**src/rtl/term_cmd_pkg.sv**
```systemverilog
// Shared constants for the terminal command decoder: command indices,
// command text table, ASCII control codes and FSM state encoding.
package term_cmd_pkg;

  localparam int unsigned CMD_NUM   = 11;
  localparam int unsigned TXT_BYTES = 8;

  // Bit index of each command inside op_code
  localparam int unsigned CMD_CLEAR = 0;
  localparam int unsigned CMD_HELP  = 1;
  localparam int unsigned CMD_LED   = 2;
  localparam int unsigned CMD_TIME  = 3;
  localparam int unsigned CMD_SIREN = 4;
  localparam int unsigned CMD_STOP  = 5;
  localparam int unsigned CMD_RED   = 6;
  localparam int unsigned CMD_GREEN = 7;
  localparam int unsigned CMD_BLUE  = 8;
  localparam int unsigned CMD_ECHO  = 9;
  localparam int unsigned CMD_RESET = 10;

  // ASCII control codes
  localparam logic [7:0] ASCII_BS  = 8'h08;
  localparam logic [7:0] ASCII_LF  = 8'h0A;
  localparam logic [7:0] ASCII_CR  = 8'h0D;
  localparam logic [7:0] ASCII_DEL = 8'h7F;

  // Command text, first character in the top byte, zero padded to 8 bytes
  localparam logic [63:0] TXT_CLEAR = {"clear", 24'h0};
  localparam logic [63:0] TXT_HELP  = {"help",  32'h0};
  localparam logic [63:0] TXT_LED   = {"led",   40'h0};
  localparam logic [63:0] TXT_TIME  = {"time",  32'h0};
  localparam logic [63:0] TXT_SIREN = {"siren", 24'h0};
  localparam logic [63:0] TXT_STOP  = {"stop",  32'h0};
  localparam logic [63:0] TXT_RED   = {"red",   40'h0};
  localparam logic [63:0] TXT_GREEN = {"green", 24'h0};
  localparam logic [63:0] TXT_BLUE  = {"blue",  32'h0};
  localparam logic [63:0] TXT_ECHO  = {"echo",  32'h0};
  localparam logic [63:0] TXT_RESET = {"reset", 24'h0};

  typedef enum logic [1:0] {
    ST_COLLECT = 2'd0,
    ST_MATCH   = 2'd1,
    ST_ISSUE   = 2'd2
  } state_e;

  function automatic logic [63:0] cmd_text(input int unsigned idx);
    case (idx)
      CMD_CLEAR: return TXT_CLEAR;
      CMD_HELP:  return TXT_HELP;
      CMD_LED:   return TXT_LED;
      CMD_TIME:  return TXT_TIME;
      CMD_SIREN: return TXT_SIREN;
      CMD_STOP:  return TXT_STOP;
      CMD_RED:   return TXT_RED;
      CMD_GREEN: return TXT_GREEN;
      CMD_BLUE:  return TXT_BLUE;
      CMD_ECHO:  return TXT_ECHO;
      CMD_RESET: return TXT_RESET;
      default:   return '0;
    endcase
  endfunction

  // Length 0 for an unknown index: a line of length 0 never reaches matching
  function automatic logic [3:0] cmd_len(input int unsigned idx);
    case (idx)
      CMD_CLEAR: return 4'd5;
      CMD_HELP:  return 4'd4;
      CMD_LED:   return 4'd3;
      CMD_TIME:  return 4'd4;
      CMD_SIREN: return 4'd5;
      CMD_STOP:  return 4'd4;
      CMD_RED:   return 4'd3;
      CMD_GREEN: return 4'd5;
      CMD_BLUE:  return 4'd4;
      CMD_ECHO:  return 4'd4;
      CMD_RESET: return 4'd5;
      default:   return 4'd0;
    endcase
  endfunction

  function automatic logic [7:0] text_char(input logic [63:0] txt, input int unsigned pos);
    return txt[63 - 8*pos -: 8];
  endfunction

endpackage

```
**src/rtl/term_line_buf.sv**
```systemverilog
// Line buffer: collects printable characters (letters folded to lowercase),
// applies backspace, tracks a sticky overflow flag and flags a line terminator.
module term_line_buf
  import term_cmd_pkg::*;
#(
  parameter int unsigned MAX_LEN = 8,
  parameter int unsigned LEN_W   = $clog2(MAX_LEN + 1)
) (
  input  logic                     clk,
  input  logic                     rst_n,
  input  logic                     i_valid,
  input  logic [7:0]               i_data,
  input  logic                     i_clear,
  output logic [MAX_LEN-1:0][7:0]  o_buf,
  output logic [LEN_W-1:0]         o_len,
  output logic                     o_ovf,
  output logic                     o_term
);

  logic [MAX_LEN-1:0][7:0] r_buf;
  logic [LEN_W-1:0]        r_len;
  logic                    r_ovf;

  logic [7:0] w_fold;
  logic       w_print;
  logic       w_bs;
  logic       w_eol;
  logic       w_room;

  // Classify the incoming byte and fold uppercase letters
  always_comb begin
    w_fold  = i_data;
    if (i_data >= 8'h41 && i_data <= 8'h5A) w_fold = i_data + 8'h20;
    w_print = (i_data >= 8'h20) && (i_data <= 8'h7E);
    w_bs    = (i_data == ASCII_BS) || (i_data == ASCII_DEL);
    w_eol   = (i_data == ASCII_CR) || (i_data == ASCII_LF);
    w_room  = (32'(r_len) < MAX_LEN);
    o_term  = i_valid && w_eol && ((r_len != '0) || r_ovf);
  end

  // Length counter and sticky overflow flag
  always_ff @(posedge clk or negedge rst_n) begin
    if (!rst_n) begin
      r_len <= '0;
      r_ovf <= 1'b0;
    end else if (i_clear) begin
      r_len <= '0;
      r_ovf <= 1'b0;
    end else if (i_valid) begin
      if (w_print) begin
        if (w_room) r_len <= r_len + LEN_W'(1);
        else        r_ovf <= 1'b1;
      end else if (w_bs && (r_len != '0)) begin
        r_len <= r_len - LEN_W'(1);
      end
    end
  end

  // Character storage at the current length position
  always_ff @(posedge clk or negedge rst_n) begin
    if (!rst_n) begin
      r_buf <= '0;
    end else if (!i_clear && i_valid && w_print && w_room) begin
      for (int unsigned i = 0; i < MAX_LEN; i++)
        if (32'(r_len) == i) r_buf[i] <= w_fold;
    end
  end

  assign o_buf = r_buf;
  assign o_len = r_len;
  assign o_ovf = r_ovf;

endmodule

```
**src/rtl/term_cmd_decoder.sv**
```systemverilog
// Terminal command decoder: buffers a typed line, matches it against the
// command table on a line terminator and drives a held one-hot op_code.
module term_cmd_decoder
  import term_cmd_pkg::*;
#(
  parameter int unsigned MAX_LEN = 8,
  parameter int unsigned CMD_W   = 11
) (
  input  logic             clk,
  input  logic             rst_n,
  input  logic [7:0]       rx_data,
  input  logic             rx_valid,
  output logic [CMD_W-1:0] op_code,
  output logic             op_valid,
  output logic             cmd_err,
  output logic             busy
);

  localparam int unsigned LEN_W = $clog2(MAX_LEN + 1);

  state_e r_state;
  state_e w_state_nxt;

  logic                    r_ok;
  logic [CMD_W-1:0]        r_op_code;

  logic [MAX_LEN-1:0][7:0] w_buf;
  logic [LEN_W-1:0]        w_len;
  logic                    w_ovf;
  logic                    w_term;
  logic                    w_accept;
  logic                    w_clear;
  logic [CMD_W-1:0]        w_hit;
  logic                    w_ok;

  function automatic logic line_matches(input logic [MAX_LEN-1:0][7:0] b,
                                        input logic [LEN_W-1:0] len,
                                        input int unsigned k);
    logic eq;
    eq = (32'(len) == 32'(cmd_len(k)));
    for (int unsigned i = 0; i < MAX_LEN; i++)
      if (i < 32'(cmd_len(k)) && b[i] != text_char(cmd_text(k), i)) eq = 1'b0;
    return eq;
  endfunction

  term_line_buf #(
    .MAX_LEN (MAX_LEN),
    .LEN_W   (LEN_W)
  ) u_line_buf (
    .clk     (clk),
    .rst_n   (rst_n),
    .i_valid (w_accept),
    .i_data  (rx_data),
    .i_clear (w_clear),
    .o_buf   (w_buf),
    .o_len   (w_len),
    .o_ovf   (w_ovf),
    .o_term  (w_term)
  );

  // Parallel compare of the buffered line against every table entry
  always_comb begin
    w_hit = '0;
    for (int unsigned k = 0; k < CMD_W; k++)
      w_hit[k] = line_matches(w_buf, w_len, k);
    w_ok = (w_hit != '0) && !w_ovf;
  end

  // State register
  always_ff @(posedge clk or negedge rst_n) begin
    if (!rst_n) r_state <= ST_COLLECT;
    else        r_state <= w_state_nxt;
  end

  // Next-state logic
  always_comb begin
    w_state_nxt = r_state;
    case (r_state)
      ST_COLLECT: if (w_term) w_state_nxt = ST_MATCH;
      ST_MATCH:   w_state_nxt = ST_ISSUE;
      ST_ISSUE:   w_state_nxt = ST_COLLECT;
      default:    w_state_nxt = ST_COLLECT;
    endcase
  end

  // Output and control decode
  always_comb begin
    busy     = (r_state != ST_COLLECT);
    w_accept = rx_valid && (r_state == ST_COLLECT);
    w_clear  = (r_state == ST_ISSUE);
    op_valid = (r_state == ST_ISSUE) && r_ok;
    cmd_err  = (r_state == ST_ISSUE) && !r_ok;
  end

  // Match result is captured leaving MATCH; op_code loads on that same edge
  // so it is already valid in the ISSUE cycle that pulses op_valid.
  always_ff @(posedge clk or negedge rst_n) begin
    if (!rst_n) begin
      r_ok      <= 1'b0;
      r_op_code <= '0;
    end else if (r_state == ST_MATCH) begin
      r_ok <= w_ok;
      if (w_ok) r_op_code <= w_hit;
    end
  end

  assign op_code = r_op_code;

endmodule

```
**config.mk**
```make
export PLATFORM = sky130hd
export DESIGN_NAME = term_cmd_decoder
export DESIGN_NICKNAME = d
export VERILOG_FILES = /design/src/rtl/term_cmd_pkg.sv /design/src/rtl/term_line_buf.sv /design/src/rtl/term_cmd_decoder.sv
export SDC_FILE = /design/constraint.sdc
export NUM_CORES = 1
export LEC_CHECK = 0
export ABC_AREA = 1
export BUFFER_PORTS_ARGS = -buffer_cell sky130_fd_sc_hd__buf_4
export CORE_UTILIZATION = 50
export CTS_BUF_LIST = sky130_fd_sc_hd__clkbuf_4 sky130_fd_sc_hd__clkbuf_8 sky130_fd_sc_hd__clkbuf_16
export DETAILED_ROUTE_END_ITERATION = 16
export PLACE_DENSITY = 0.7
export SLEW_MARGIN = 20
export SYNTH_ARGS = -nofsm -noshare
export SYNTH_HDL_FRONTEND = slang
export SYNTH_SLANG_ARGS = --single-unit
export TNS_END_PERCENT = 20
```
**constraint.sdc**
```tcl
create_clock -name clk -period 2 [get_ports clk]
set_input_delay 0.5 -clock clk [delete_from_list [all_inputs] [get_ports clk]]
set_output_delay 0.5 -clock clk [all_outputs]
set_load 0.01 [all_outputs]
```
==> results.txt <==
peak supply drop = 0.823 mV
number of global-route vias before repair = 3190
Initial Utilization = 53.0%
Core Region = 6940 um^2
DR pass1 iterations = 5
DR WL/cell = 12.9 um
warnings from Yosys = 0
die area = 7710 um^2
Reg clk slew, reported paths = 70 ps
routed wire length = 8850 um
number of H-tree levels = 3
Final Skew = 8.66 ps
die span in x = 87.8 um
critical path required time = 2230 ps
Final Max Slew Viols = 0
RSZ-0062 raised after global routing = true
CP Capture Type = register
average size of a mapped cell = 6.87 um^2
CTS sink cnt = 59
nets@finish = 606
total of max-cap violations = 0
Synth Cell Area = 3680 um^2
status = finished, final reports clean
Port Buffers = 24
CTS tree = yes
Final Non-Filler Cells = 687
# DRC = 0
Seq/Total Area, Yosys = 40.1%
final setup margin = 144 ps
startpoint types = register
post-synth net total = 554
Skew-Pair Late Insertion Delay = 340 ps
Filler cells = 672
first-pass GRT wire length = 14800 um
kind of critical path = reg2reg
post-synth top area share = 40.1%
share of layout cells above drive strength 1 = 16.4%
final period utilization = 92.8%
diode count = 0
final setup TNS = 0 ps
Rel. slew slack = 64.4%
Placement Setup Slack = -61.5 ps
largest net degree at the start of global routing = 34
total number of vias = 3401
actual slew at the worst max-slew pin = 533 ps
Final Hold Vio Count = 0
dpl hpwl = 6920 um
worst min path class = in2async
FMAX = 0.539 GHz
Final setup viols = 0
CTS Buf Count = 9
vias per inst = 4.95
top cells by area, synth = dfrtp_1, nand2_1, nor2_1, inv_1, nand3_1
CP Max Fanout = 12
IO Count = 25
area leader, netlist = dfrtp_1
Register Area = 1480 um^2
Die Ht = 87.8 um
antenna viol nets, final = 0
GPL Wtd Cong = 0.880
critical path arrival = 2090 ps
Hold-fix buffers, CTS = 0
post-synthesis cell type count = 31
DR iter-0 viols = 174
total gr overflow = 0
cell count after synthesis = 536
synth-to-layout area growth = 17.5%
clock buffer depth = 2
clk root buf = clkbuf_8
Multi-input gate area = 1840 um^2
flops & latches, synth = 59
P_leak = 0.00227 uW
row cnt = 30
Total Routing Usage GR = 25.9%
Power Dens Cells = 1070 nW/um^2
post-layout min period = 1860 ps
initial antenna violation count = 0
placed cells = 671
## worst paths after layout
kind / startpoint / to / slack [ps] / cells after the start
hold / removal: rst_n / op_code[4] / 100 / 1
max in group asynchronous: rst_n / r_ok / 1390 / 2
hold reg to reg: r_state[1] / r_state[1] / 470 / 1
min in group clk: rx_data[2] / u_line_buf.o_buf[26] / 430 / 3
setup / recovery: u_line_buf.o_len[0] / op_code[6] / 140 / 13
setup reg to reg: u_line_buf.o_len[0] / op_code[6] / 140 / 13
## Yosys cell counts, drive strengths merged
library cell / instances
inv: 85
a21oi: 5
o21ai: 47
dfrtp: 59
buf: 8
o21bai: 2
clkbuf: 1
nand3: 34
a31oi: 1
nor4: 1
nand3b: 2
nand2: 172
nand4: 5
nor3: 3
xor2: 5
and3: 1
nor2: 97
xnor2: 1
ha: 7
## cells by family (layout without fill, tap and decap cells)
kind of cell | after synthesis | in the layout | synth area share (%)
flip-flops | 59 | 59 | 40.1
AND/OR/NAND/NOR | 315 | 315 | 36.8
AO/OA/AOI/OAI | 55 | 55 | 8.56
XOR/XNOR | 6 | 6 | 1.43
buffers and inverters | 94 | 149 | 10.7
adder cells (fa/ha/maj) | 7 | 7 | 2.38
## where the power goes
part,internal (uW),switching [uW],total [uW],leakage [uW]
logic,613,956,1570,0.00142
clock network,605,451,1060,0.0000985
registers,1600,404,2000,0.000751
total,2810,1810,4630,0.00227
## worst max-delay path, stage by stage (launching register included)
cell and delay, ps:
dfrtp_1 430, inv_2 90, ha_2 190, inv_1 80, nor2_4 150, nand2_1 90
nor2_1 110, nand3b_1 110, nand2_1 80, nor2_1 40, nand3_2 110, nand2_4 110
nand2_1 100, nand2_1 50
## state kept, by name (all words and copies together) (netlist names)
signal	cells
u_line_buf.o_ovf	1
u_line_buf.o_buf	40
r_state	2
u_line_buf.o_len	4
r_ok	1
op_code	11
## layer usage
metal	vias up	global-route usage, %	share of wire [%]
li1	1743	-	-
met4	0	9.99	2.2
met5	-	0	0
met3	17	6.22	4.2
met2	86	43.8	49
met1	1555	31.9	45
## layout make-up
cell class / instances / area share [%]
clock inverters: 3 / 0.925
multi-input cells: 383 / 42.4
inverters: 85 / 7.37
clock buffers: 11 / 3.35
flip-flops and latches: 59 / 34.1
repair buffers: 50 / 9.05
well taps: 96 / 2.78
## placed cells by master, fill, tap and decap left out, types with 9 or more instances in the layout
cell type	netlist	final
nand2_1	167	166
nor2_1	89	88
inv_1	83	82
dfrtp_1	59	59
buf_4	3	48
nand3_1	31	30
o21ai_0	29	29
clkbuf_8	0	10
o21ai_2	9	9
o21ai_1	9	9
## what timing repair did
item                                   in CTS  in global routing
setup endpoints to repair                   0                 12
endpoints found under the hold margin       0                  0
resized for setup                           0                  9
setup buffers                               0                  2
## stage by stage
stage	util, %	instance area (um^2)	power, uW	hold slack [ps]
global route	62.3	4330	5020	129
finish	62.3	4330	4630	102
floorplan	-	3680	3090	204
detailed placement	59.0	4100	3550	460
global placement	59.0	4100	3480	457
CTS	61.7	4280	4620	114
No activity file was read; power rests on OpenSTA's default activity.
